File: src/rtl/cpuif_timeout_bridge.sv
// cpuif_timeout_bridge: one-outstanding registered CPUIF stage with a bounded-latency timeout.
// An access that the register block never answers completes with an error response instead of hanging the bus.
module cpuif_timeout_bridge #(
    parameter int unsigned             ADDR_WIDTH     = 18,
    parameter int unsigned             DATA_WIDTH     = 32,
    parameter int unsigned             TIMEOUT_CYCLES = 256,
    parameter logic [DATA_WIDTH-1:0]   ERR_RDATA      = 32'hDEADBEEF
) (
    input  logic                  clk_i,
    input  logic                  rst_i,
    input  logic                  s_cpuif_req,
    input  logic                  s_cpuif_req_is_wr,
    input  logic [ADDR_WIDTH-1:0] s_cpuif_addr,
    input  logic [DATA_WIDTH-1:0] s_cpuif_wr_data,
    input  logic [DATA_WIDTH-1:0] s_cpuif_wr_biten,
    output logic                  s_cpuif_req_stall_wr,
    output logic                  s_cpuif_req_stall_rd,
    output logic                  s_cpuif_rd_ack,
    output logic                  s_cpuif_rd_err,
    output logic [DATA_WIDTH-1:0] s_cpuif_rd_data,
    output logic                  s_cpuif_wr_ack,
    output logic                  s_cpuif_wr_err,
    output logic                  m_cpuif_req,
    output logic                  m_cpuif_req_is_wr,
    output logic [ADDR_WIDTH-1:0] m_cpuif_addr,
    output logic [DATA_WIDTH-1:0] m_cpuif_wr_data,
    output logic [DATA_WIDTH-1:0] m_cpuif_wr_biten,
    input  logic                  m_cpuif_req_stall_wr,
    input  logic                  m_cpuif_req_stall_rd,
    input  logic                  m_cpuif_rd_ack,
    input  logic                  m_cpuif_rd_err,
    input  logic [DATA_WIDTH-1:0] m_cpuif_rd_data,
    input  logic                  m_cpuif_wr_ack,
    input  logic                  m_cpuif_wr_err,
    output logic                  timeout_o
);
    localparam int unsigned CW = TIMEOUT_CYCLES > 0 ? $clog2(TIMEOUT_CYCLES + 1) : 1;
    localparam logic [CW-1:0] LAST = CW'(TIMEOUT_CYCLES == 0 ? 0 : TIMEOUT_CYCLES - 1);

    typedef enum logic [1:0] {IDLE, ISSUE, WAIT, RESP} state_t;

    state_t                state_q;
    logic [CW-1:0]         cnt_q;
    logic                  is_wr_q;
    logic [ADDR_WIDTH-1:0] addr_q;
    logic [DATA_WIDTH-1:0] wdata_q;
    logic [DATA_WIDTH-1:0] biten_q;
    logic                  m_req_q;
    logic                  stall_q;
    logic                  rd_ack_q;
    logic                  rd_err_q;
    logic                  wr_ack_q;
    logic                  wr_err_q;
    logic [DATA_WIDTH-1:0] rdata_q;
    logic                  timeout_q;

    logic sel_stall;
    logic sel_ack;
    logic sel_err;
    logic hit;
    logic expire;

    assign sel_stall = is_wr_q ? m_cpuif_req_stall_wr : m_cpuif_req_stall_rd;
    assign sel_ack   = is_wr_q ? m_cpuif_wr_ack : m_cpuif_rd_ack;
    assign sel_err   = is_wr_q ? m_cpuif_wr_err : m_cpuif_rd_err;
    // A stalled request has not been taken yet, so an ack seen alongside the stall cannot belong to it.
    assign hit       = sel_ack && (state_q == WAIT || !sel_stall);
    assign expire    = (TIMEOUT_CYCLES != 0) && (cnt_q == LAST);

    always_ff @(posedge clk_i) begin
        if (rst_i) begin
            state_q   <= IDLE;
            cnt_q     <= '0;
            is_wr_q   <= 1'b0;
            addr_q    <= '0;
            wdata_q   <= '0;
            biten_q   <= '0;
            m_req_q   <= 1'b0;
            stall_q   <= 1'b0;
            rd_ack_q  <= 1'b0;
            rd_err_q  <= 1'b0;
            wr_ack_q  <= 1'b0;
            wr_err_q  <= 1'b0;
            rdata_q   <= '0;
            timeout_q <= 1'b0;
        end else begin
            rd_ack_q  <= 1'b0;
            rd_err_q  <= 1'b0;
            wr_ack_q  <= 1'b0;
            wr_err_q  <= 1'b0;
            rdata_q   <= '0;
            timeout_q <= 1'b0;
            case (state_q)
                IDLE, RESP: begin
                    if (s_cpuif_req) begin
                        state_q <= ISSUE;
                        cnt_q   <= '0;
                        is_wr_q <= s_cpuif_req_is_wr;
                        addr_q  <= s_cpuif_addr;
                        wdata_q <= s_cpuif_wr_data;
                        biten_q <= s_cpuif_wr_biten;
                        m_req_q <= 1'b1;
                        stall_q <= 1'b1;
                    end else begin
                        state_q <= IDLE;
                    end
                end
                default: begin
                    cnt_q <= cnt_q + 1'b1;
                    if (hit || expire) begin
                        state_q   <= RESP;
                        m_req_q   <= 1'b0;
                        stall_q   <= 1'b0;
                        rd_ack_q  <= !is_wr_q;
                        wr_ack_q  <= is_wr_q;
                        rd_err_q  <= !is_wr_q && (hit ? sel_err : 1'b1);
                        wr_err_q  <= is_wr_q && (hit ? sel_err : 1'b1);
                        rdata_q   <= is_wr_q ? '0 : (hit ? m_cpuif_rd_data : ERR_RDATA);
                        timeout_q <= !hit;
                    end else if (state_q == ISSUE && !sel_stall) begin
                        state_q <= WAIT;
                        m_req_q <= 1'b0;
                    end
                end
            endcase
        end
    end

    assign s_cpuif_req_stall_wr = stall_q;
    assign s_cpuif_req_stall_rd = stall_q;
    assign s_cpuif_rd_ack       = rd_ack_q;
    assign s_cpuif_rd_err       = rd_err_q;
    assign s_cpuif_rd_data      = rdata_q;
    assign s_cpuif_wr_ack       = wr_ack_q;
    assign s_cpuif_wr_err       = wr_err_q;
    assign m_cpuif_req          = m_req_q;
    assign m_cpuif_req_is_wr    = is_wr_q;
    assign m_cpuif_addr         = addr_q;
    assign m_cpuif_wr_data      = wdata_q;
    assign m_cpuif_wr_biten     = biten_q;
    assign timeout_o            = timeout_q;
endmodule
File: config.mk
export PLATFORM = sky130hd
export DESIGN_NAME = cpuif_timeout_bridge
export DESIGN_NICKNAME = d
export VERILOG_FILES = /design/src/rtl/cpuif_timeout_bridge.sv
export SDC_FILE = /design/constraint.sdc
export NUM_CORES = 1
export LEC_CHECK = 0
export ABC_AREA = 1
export CAP_MARGIN = 40
export CORE_MARGIN = 2
export CORE_UTILIZATION = 40
export CTS_BUF_LIST = sky130_fd_sc_hd__clkbuf_2 sky130_fd_sc_hd__clkbuf_4 sky130_fd_sc_hd__clkbuf_8
export CTS_CLUSTER_DIAMETER = 60
export DETAILED_ROUTE_END_ITERATION = 8
export PLACE_DENSITY = 0.82
export SYNTH_ARGS = -nofsm -noshare
export SYNTH_HDL_FRONTEND = slang
export SYNTH_SLANG_ARGS = --single-unit
File: constraint.sdc
create_clock -name clk_i -period 2.5 [get_ports clk_i]
set_clock_uncertainty 0.1 [all_clocks]
set_input_delay 0.25 -clock clk_i [delete_from_list [all_inputs] [get_ports clk_i]]
set_output_delay 0.25 -clock clk_i [all_outputs]
set_load 0.1 [all_outputs]
==> flow_summary.json, run 1 <==
{
  "status": "finished, final reports clean",
  "cellPowerDensity_nw_per_um2": 1210,
  "cp-start-kind": "flop",
  "place_hpwl_um": 9590,
  "setup_viol": 0,
  "routed_via_density": 4.72,
  "cts_setup_buffers": 0,
  "clock_path_buffers": 2,
  "grt_max_degree": 53,
  "rsz0062_at_grt": "no",
  "path_cells": "ha_1 > nand4_1 > nor3_1 > ha_1 > inv_1 > nand2_1 > nand3_2 > nor2_1",
  "syn_to_final_growth_pct": 57.5,
  "syn_area_per_cell_um2": 7.96,
  "route.detailed.drc": 0,
  "design_area_um2": 7260,
  "hp-class": "primary input to flop",
  "die_y_um": 111,
  "worst_path_most_repeated_cell": "ha_1",
  "initial_core_util": 0.407,
  "diodes": 0,
  "die_w_um": 111,
  "synthCells": 579,
  "cts-buffers-inserted": 17,
  "gp_congestion": 0.820,
  "die-area_um2": 12400,
  "synth_area_leaders": "dfxtp_1, nor2_1, o21ai_0",
  "hold_violations": 0,
  "final.setup.tns_ps": 0,
  "p_leak_nw": 3.34,
  "antenna_found_initial": 0,
  "cts_tree": "done",
  "slew_headroom": 0.715,
  "fin_crit_sh": 0.823,
  "drtIter0Drc": 240,
  "crit_slowest_cell": "dfxtp_1",
  "max_freq_ghz": 0.486,
  "synth_top_area_frac": 0.578,
  "totalWireLength_um": 13000,
  "num_vias": 4585,
  "ir_worst_vdd_mv": 0.898,
  "overflow": 0,
  "ctsHoldBuffers": 0,
  "ys_async_sr_fraction": 0,
  "path_clk_slew_ps": 70,
  "crit_buf_inv": 1,
  "crit_type": "flop to flop",
  "synth_common_cells": "nor2_1, dfxtp_1, o21ai_0",
  "clock-root-buffer": "clkbuf_8",
  "core_um2": 11300,
  "total_power_mw": 8.76,
  "critPathArrivalTime_ps": 2310,
  "synth_edf_count": 0,
  "io_pins": 247,
  "gr-usage-all-layers": 0.208,
  "htreeDepth": 4,
  "grt_pass1_vias": 4425,
  "port_buffers": 246,
  "worst_slew_pin_slew_ps": 427,
  "layout_min_cycle_time_ps": 2060,
  "yosys_most_used_dff": "dfxtp_1",
  "synth-seq-cells": 133,
  "placed_area_um2": 6850,
  "final_antenna_net_count": 0,
  "ys_types": 23,
  "synth_seq_area_share": 0.578,
  "whs_ps": 239,
  "dp_slack_ps": 452,
  "routedWlPerCell_um": 13.3,
  "slew_violations": 0,
  "slowest_delay_ps": 360,
  "syn-cell-area_um2": 4610,
  "nets": 947,
  "ctsResizeCount": 0,
  "cp_max_fo": 24,
  "maxCapViolCount": 0,
  "critPathTopFamily": "simple AND/OR/NAND/NOR gates",
  "syn-num-nets": 709,
  "cp-end-kind": "flop",
  "finalWorstSetupSlack_ps": 442,
  "synth_top_area_cell": "dfxtp_1",
  "drive_gt1_frac": 0.204,
  "yosysMostFrequentCell": "nor2_1",
  "detail_route.first_pass.iterations": 4,
  "placementRows": 39,
  "cts_sinks": 133,
  "clk_latency_ps": 440,
  "ys_warn_count": 0,
  "grt_pass1_wl_um": 20700,
  "required_ps": 2760
}
==> worst paths after layout <==
| path | startpoint | end | slack [ps] | cells after the start |
|---|---|---|---|---|
| max | cnt_q[1] | s_cpuif_rd_data[10] | 440 | 8 |
| min | m_cpuif_rd_data[8] | s_cpuif_rd_data[8] | 240 | 3 |
| max reg2reg | cnt_q[1] | s_cpuif_rd_data[10] | 440 | 8 |
| min reg2reg | m_cpuif_addr[17] | m_cpuif_addr[17] | 380 | 2 |
==> where the power goes <==
part	leakage [nW]	switching (mW)	total (mW)	internal, mW
registers	1.09	0.199	2.68	2.48
clock network	0.203	0.793	1.81	1.02
logic	2.05	3.36	4.27	0.910
total	3.34	4.35	8.76	4.41
==> per-layer routing <==
layer	GRT usage	vias up	share of wire
met5	0	-	0
met3	0.0806	25	0.089
met2	0.360	208	0.49
li1	-	2292	-
met4	0.106	0	0.026
met1	0.221	2060	0.40
==> state kept, by name (all words and copies together) (netlist names), 2 cells and up <==
signal,count
cnt_q,9
m_cpuif_addr,18
state_q,2
s_cpuif_rd_data,32
m_cpuif_wr_data,32
m_cpuif_wr_biten,32
==> worst reg2reg max path: stages (launching register included) <==
cell and delay [ps]:
dfxtp_1 360, ha_1 190, nand4_1 140, nor3_1 190, ha_1 200, inv_1 70, nand2_1 130, nand3_2 360
nor2_1 240
==> area by class of cell <==
| cell class | instances | area [um^2] |
|---|---|---|
| fillers | 946 | 4060 |
| multi-input cells | 385 | 1670 |
| clock inverters | 8 | 97.6 |
| clock buffers | 23 | 310 |
| well taps | 143 | 179 |
| flip-flops and latches | 133 | 2660 |
| repair buffers | 254 | 2240 |
| inverters | 26 | 97.6 |
==> kinds of logic (layout without fill, tap and decap cells) <==
kind of cell | count (synthesis) | count (layout) | share of synthesized area
AND/OR/NAND/NOR | 282 | 282 | 0.237
flip-flops | 133 | 133 | 0.578
AO/OA/AOI/OAI | 97 | 97 | 0.110
buffers and inverters | 61 | 311 | 0.0592
adder cells (fa/ha/maj) | 6 | 6 | 0.0163
==> layout by cell type (no fill, tap or decap), drive strengths merged <==
cell and count:
o21a 1, o21ai 84, clkinvlp 3, ha 6
a211oi 2, o21bai 1, nor2 242, nand2 26
nand4 2, dfxtp 133, bufinv 2, clkdlybuf4s50 123
nor3 3, nand3 8, nor3b 1, buf 131
clkinv 3, a22oi 1, a32o 1, a21oi 5
clkbuf 23, inv 26, a31oi 2
==> through the flow <==
step / std cells / utilization
3_5_place_dp: 941 / 0.605
3_3_place_gp: 941 / 0.605
2_1_floorplan: 579 / -
5_1_grt: 972 / 0.641
6_report: 972 / 0.641
4_1_cts: 972 / 0.641
(Power assumes the default switching activity.)
==> run 2, diff against run 1 <==
--- a/config.mk
+++ b/config.mk
@@ -8,11 +8,11 @@
 export ABC_AREA = 1
 export CAP_MARGIN = 40
 export CORE_MARGIN = 2
-export CORE_UTILIZATION = 40
+export CORE_UTILIZATION = 36
 export CTS_BUF_LIST = sky130_fd_sc_hd__clkbuf_2 sky130_fd_sc_hd__clkbuf_4 sky130_fd_sc_hd__clkbuf_8
 export CTS_CLUSTER_DIAMETER = 60
 export DETAILED_ROUTE_END_ITERATION = 8
-export PLACE_DENSITY = 0.82
+export PLACE_DENSITY = 0.78
 export SYNTH_ARGS = -nofsm -noshare
 export SYNTH_HDL_FRONTEND = slang
 export SYNTH_SLANG_ARGS = --single-unit
==> constraint.sdc (replaced) <==
create_clock -name clk_i -period 1.72 [get_ports clk_i]
set_clock_uncertainty 0.1 [all_clocks]
set_input_delay 0.172 -clock clk_i [delete_from_list [all_inputs] [get_ports clk_i]]
set_output_delay 0.172 -clock clk_i [all_outputs]
set_load 0.1 [all_outputs]
==> flow_summary.json, run 2 (synthesis results as in run 1) <==
{
  "status": "finished, final reports clean",
  "crit_buf_inv": 2,
  "io_pins": 247,
  "final_cell_mix": "nor2_1, dfxtp_1, buf_12",
  "clk_latency_ps": 430,
  "hp-class": "primary input to flop",
  "crit_type": "flop to flop",
  "cts-buffers-inserted": 17,
  "ir_worst_vdd_mv": 1.09,
  "grt_pass1_vias": 4486,
  "die-area_um2": 13700,
  "clock_path_buffers": 2,
  "core_um2": 12600,
  "placementRows": 41,
  "final_antenna_net_count": 0,
  "max_freq_ghz": 0.590,
  "totalWireLength_um": 15100,
  "cp-start-kind": "flop",
  "dr_wl_met2_um": 7880,
  "critPathTopFamily": "simple AND/OR/NAND/NOR gates",
  "hold_violations": 0,
  "gp_congestion": 0.823,
  "antenna_found_initial": 0,
  "drtIter0Drc": 184,
  "port_buffers": 246,
  "overflow": 0,
  "fin_cells": 1018,
  "critPathArrivalTime_ps": 1960,
  "grt_pass1_wl_um": 21500,
  "die_y_um": 117,
  "place_hpwl_um": 10500,
  "gr-usage-all-layers": 0.207,
  "wl_met1_um": 5620,
  "cp-end-kind": "flop",
  "maxCapViolCount": 0,
  "num_vias": 4717,
  "worst_slew_pin_slew_ps": 291,
  "detail_route.first_pass.iterations": 4,
  "fin_util": 0.733,
  "cp_max_fo": 6,
  "rsz0062_at_grt": "yes",
  "slew_violations": 0,
  "cellPowerDensity_nw_per_um2": 1590,
  "required_ps": 1990,
  "cts_tree": "done",
  "wl_met3_um": 1410,
  "final_common_cell": "nor2_1",
  "syn_to_final_growth_pct": 99.9,
  "routedWlPerCell_um": 14.9,
  "die_w_um": 117,
  "p_leak_nw": 3.88,
  "slowest_delay_ps": 360,
  "nets": 964,
  "layout_min_cycle_time_ps": 1700,
  "routed_via_density": 4.63,
  "slew_headroom": 0.805,
  "path_cells": "ha_4 > nand4_1 > nor3_2 > ha_2 > inv_2 > nand2_4 > nand3_4 > buf_12 > nor2_1",
  "grt_max_degree": 45,
  "initial_core_util": 0.367,
  "fin_crit_sh": 0.986,
  "diodes": 0,
  "clock-root-buffer": "clkbuf_8",
  "crit_slowest_cell": "dfxtp_2",
  "htreeDepth": 4,
  "routed.top_layer": "met4",
  "design_area_um2": 9220,
  "setup_viol": 0,
  "cts_sinks": 133,
  "placed_area_um2": 8560,
  "drive_gt1_frac": 0.251,
  "total_power_mw": 14.7,
  "path_clk_slew_ps": 70,
  "route.detailed.drc": 0,
  "placed_cells": 981
}
==> run 2: cell count changes in the layout (fill, tap and decap cells not counted), sizes merged <==
cell	before	now
buf	131	144
clkbuf	23	25
bufbuf	0	1
clkinv	3	4
==> run 2: final timing paths <==
kind                       startpoint  cells after the start             endpoint  slack (ps)
hold reg to reg              cnt_q[8]                      2             cnt_q[8]         410
setup / recovery             cnt_q[1]                      9  s_cpuif_rd_data[10]          20
setup reg to reg             cnt_q[1]                      9  s_cpuif_rd_data[10]          20
hold / removal    m_cpuif_rd_data[24]                      3  s_cpuif_rd_data[24]         160
==> run 2: worst min-delay path, delay by kind of cell <==
kind          cells  cell delay, ps
simple gates      1              40
buf+inv           2             440
==> run 2: power by group <==
part / switching, mW / internal, mW
registers: 0.539 / 3.62
clock network: 1.16 / 1.42
logic: 5.10 / 2.85
==> run 2: metal layers <==
metal	global-route usage	vias to the layer above
met3	0.0922	18
met2	0.372	186
li1	-	2335
met1	0.211	2178
met4	0.0792	0
met5	0	-
==> run 2: area by class of cell <==
cell class / instances / area [um^2]
Timing Repair Buffer: 271 / 4040
Fill cell: 865 / 3350
Sequential cell: 133 / 2670
Multi-Input combinational cell: 385 / 1800
Clock buffer: 22 / 290
Tap cell: 172 / 215
Clock inverter: 9 / 103
Inverter: 26 / 100
==> run 2: repair_timing <==
action,4_1_cts,5_1_grt
gates resized for setup,1,42
hold buffers,0,0
setup buffers,0,1
pin swaps,0,4
endpoints found under the setup margin,1,104
gates cloned,1,4
endpoints found under the hold margin,0,0
==> run 2: per-stage QoR <==
| step | setup TNS (ps) | hold WS [ps] | setup WS (ps) |
|---|---|---|---|
| 2_1_floorplan | -649 | 184 | -13.0 |
| 3_3_place_gp | 0 | 375 | 53.0 |
| 3_5_place_dp | 0 | 387 | 21.0 |
| 4_1_cts | 0 | 126 | 3.98 |
| 5_1_grt | -525 | 150 | -45.5 |
| 6_report | 0 | 159 | 24.4 |
==> run 3, diff against run 2 <==
--- a/config.mk
+++ b/config.mk
@@ -12,6 +12,7 @@
 export CTS_BUF_LIST = sky130_fd_sc_hd__clkbuf_2 sky130_fd_sc_hd__clkbuf_4 sky130_fd_sc_hd__clkbuf_8
 export CTS_CLUSTER_DIAMETER = 60
 export DETAILED_ROUTE_END_ITERATION = 8
+export MAX_ROUTING_LAYER = met4
 export PLACE_DENSITY = 0.78
 export SYNTH_ARGS = -nofsm -noshare
 export SYNTH_HDL_FRONTEND = slang
==> flow_summary.json, run 3 (synthesis results as in run 1) <==
{
  "status": "finished, final reports clean",
  "use_met2": 0.373,
  "grt_pass1_wl_um": 21500,
  "p_clk_frac": 0.176,
  "combPwrFrac": 0.540,
  "htreeDepth": 4,
  "die_w_um": 117,
  "place_hpwl_um": 10500,
  "routed_via_density": 4.63,
  "drive_gt1_frac": 0.239,
  "critPathArrivalTime_ps": 1940,
  "max_freq_ghz": 0.598,
  "ir_worst_vdd_mv": 1.09,
  "num_vias": 4705,
  "grt_pass1_vias": 4486,
  "layout_min_cycle_time_ps": 1670,
  "cp_max_fo": 6,
  "grtUsageMet3": 0.0798,
  "intPower_mw": 7.87,
  "hp-class": "primary input to flop",
  "final_cell_mix": "nor2_1, dfxtp_1, buf_12",
  "gp_congestion": 0.835,
  "final_antenna_net_count": 0,
  "slew_violations": 0,
  "crit_start": "cnt_q[1]",
  "r2r_setup_slack_ps": 50,
  "nets": 963,
  "hold_violations": 0,
  "route.detailed.drc": 0,
  "crit_slowest_cell": "dfxtp_2",
  "rsz0062_at_grt": "yes",
  "cellPowerDensity_nw_per_um2": 1600,
  "placed_area_um2": 8560,
  "whs_ps": 163,
  "crit_buf_inv": 2,
  "ff2ff_path_depth": 9,
  "cp-start-kind": "flop",
  "p_seq_frac": 0.284,
  "final.setup.tns_ps": 0,
  "clock-root-buffer": "clkbuf_8",
  "gr-usage-all-layers": 0.213,
  "grt_util_met1": 0.219,
  "grt_max_degree": 45,
  "final_common_cell": "nor2_1",
  "worst_path_most_repeated_cell": "ha_2",
  "regToRegEndpoint": "s_cpuif_rd_data[13]",
  "setup_viol": 0,
  "fin_util": 0.726,
  "holdPathStages": 3,
  "r2r-start": "cnt_q[1]",
  "path_clk_slew_ps": 70,
  "cp-end-kind": "flop",
  "design_area_um2": 9120,
  "placementRows": 41,
  "worst_slew_pin_slew_ps": 305,
  "min_to": "s_cpuif_rd_data[24]",
  "cts_tree": "done",
  "p_leak_nw": 3.87,
  "overflow": 0,
  "detail_route.first_pass.iterations": 4,
  "crit_type": "flop to flop",
  "critPathTopFamily": "simple AND/OR/NAND/NOR gates",
  "syn_to_final_growth_pct": 97.9,
  "path_cells": "ha_2 > nand4_1 > nor3_2 > ha_2 > inv_2 > nand2_4 > nand3_4 > buf_2 > nor2_1",
  "routedWlPerCell_um": 14.5,
  "die_y_um": 117,
  "required_ps": 1990,
  "initial_core_util": 0.367,
  "die-area_um2": 13700,
  "cts_sinks": 133,
  "io_pins": 247,
  "cts-buffers-inserted": 17,
  "maxCapViolCount": 0,
  "ctsHoldBuffers": 0,
  "grt_busiest_layer": "met2",
  "diodes": 0,
  "clk_latency_ps": 430,
  "p_sw_mw": 6.77,
  "fillerInstances": 889,
  "slowest_delay_ps": 330,
  "port_buffers": 246,
  "fin_crit_sh": 0.971,
  "slew_headroom": 0.796,
  "totalWireLength_um": 14800,
  "hp-start": "m_cpuif_rd_data[24]",
  "swShare": 0.463,
  "drtIter0Drc": 211,
  "core_um2": 12600,
  "clock_path_buffers": 2,
  "antenna_found_initial": 0
}
run 3: worst max path at each step:
stage	endpoint	cells past startpoint
global placement	s_cpuif_rd_data[3]	9
detailed placement	s_cpuif_rd_data[31]	9
finish	s_cpuif_rd_data[13]	9
global route	s_cpuif_rd_data[28]	7
CTS	s_cpuif_rd_data[28]	9
floorplan	m_cpuif_addr[10]	10
run 3: worst reg2reg max path, cell delays in order (launching register included):
cell	delay, ps
dfxtp_2	330
ha_2	170
nand4_1	120
nor3_2	180
ha_2	210
inv_2	60
nand2_4	80
nand3_4	100
buf_2	190
nor2_1	90
run 3: stage by stage:
step / setup WS (ps) / instances / power, mW
after floorplan: -13.0 / 579 / 8.79
after global placement: 53.0 / 981 / 11.8
after detailed placement: 21.0 / 981 / 11.9
after CTS: 3.98 / 1013 / 14.6
after global routing: -94.5 / 1017 / 15.2
final: 49.1 / 1017 / 14.6
run 3: repair_timing:
action,in CTS,in global routing
pin swaps,0,3
setup buffers,0,1
resized for setup,1,24
endpoints found under the setup margin,1,104
gates cloned,1,3
run 3: cell type report:
type,instances,area [um^2],area share
Multi-Input combinational cell,385,1740,0.191
Sequential cell,133,2670,0.292
Clock inverter,9,103,0.0112
Clock buffer,22,290,0.0318
Tap cell,172,215,0.0236
Inverter,26,100,0.0110
Timing Repair Buffer,270,4010,0.440
run 3: power by group through the flow:
stage          sequential, mW  combinational [mW]  clock [mW]
6_report                 4.15                7.91        2.58
5_1_grt                  4.21                8.26        2.75
4_1_cts                  4.16                7.78        2.64
3_5_place_dp             4.22                7.68           0
3_3_place_gp             4.19                7.61           0
2_1_floorplan            7.52                1.27           0
run 3: per-layer routing:
layer,routed length [um],vias up
met4,184,0
met5,0,-
li1,-,2332
met2,7620,192
met1,5760,2164
met3,1200,17
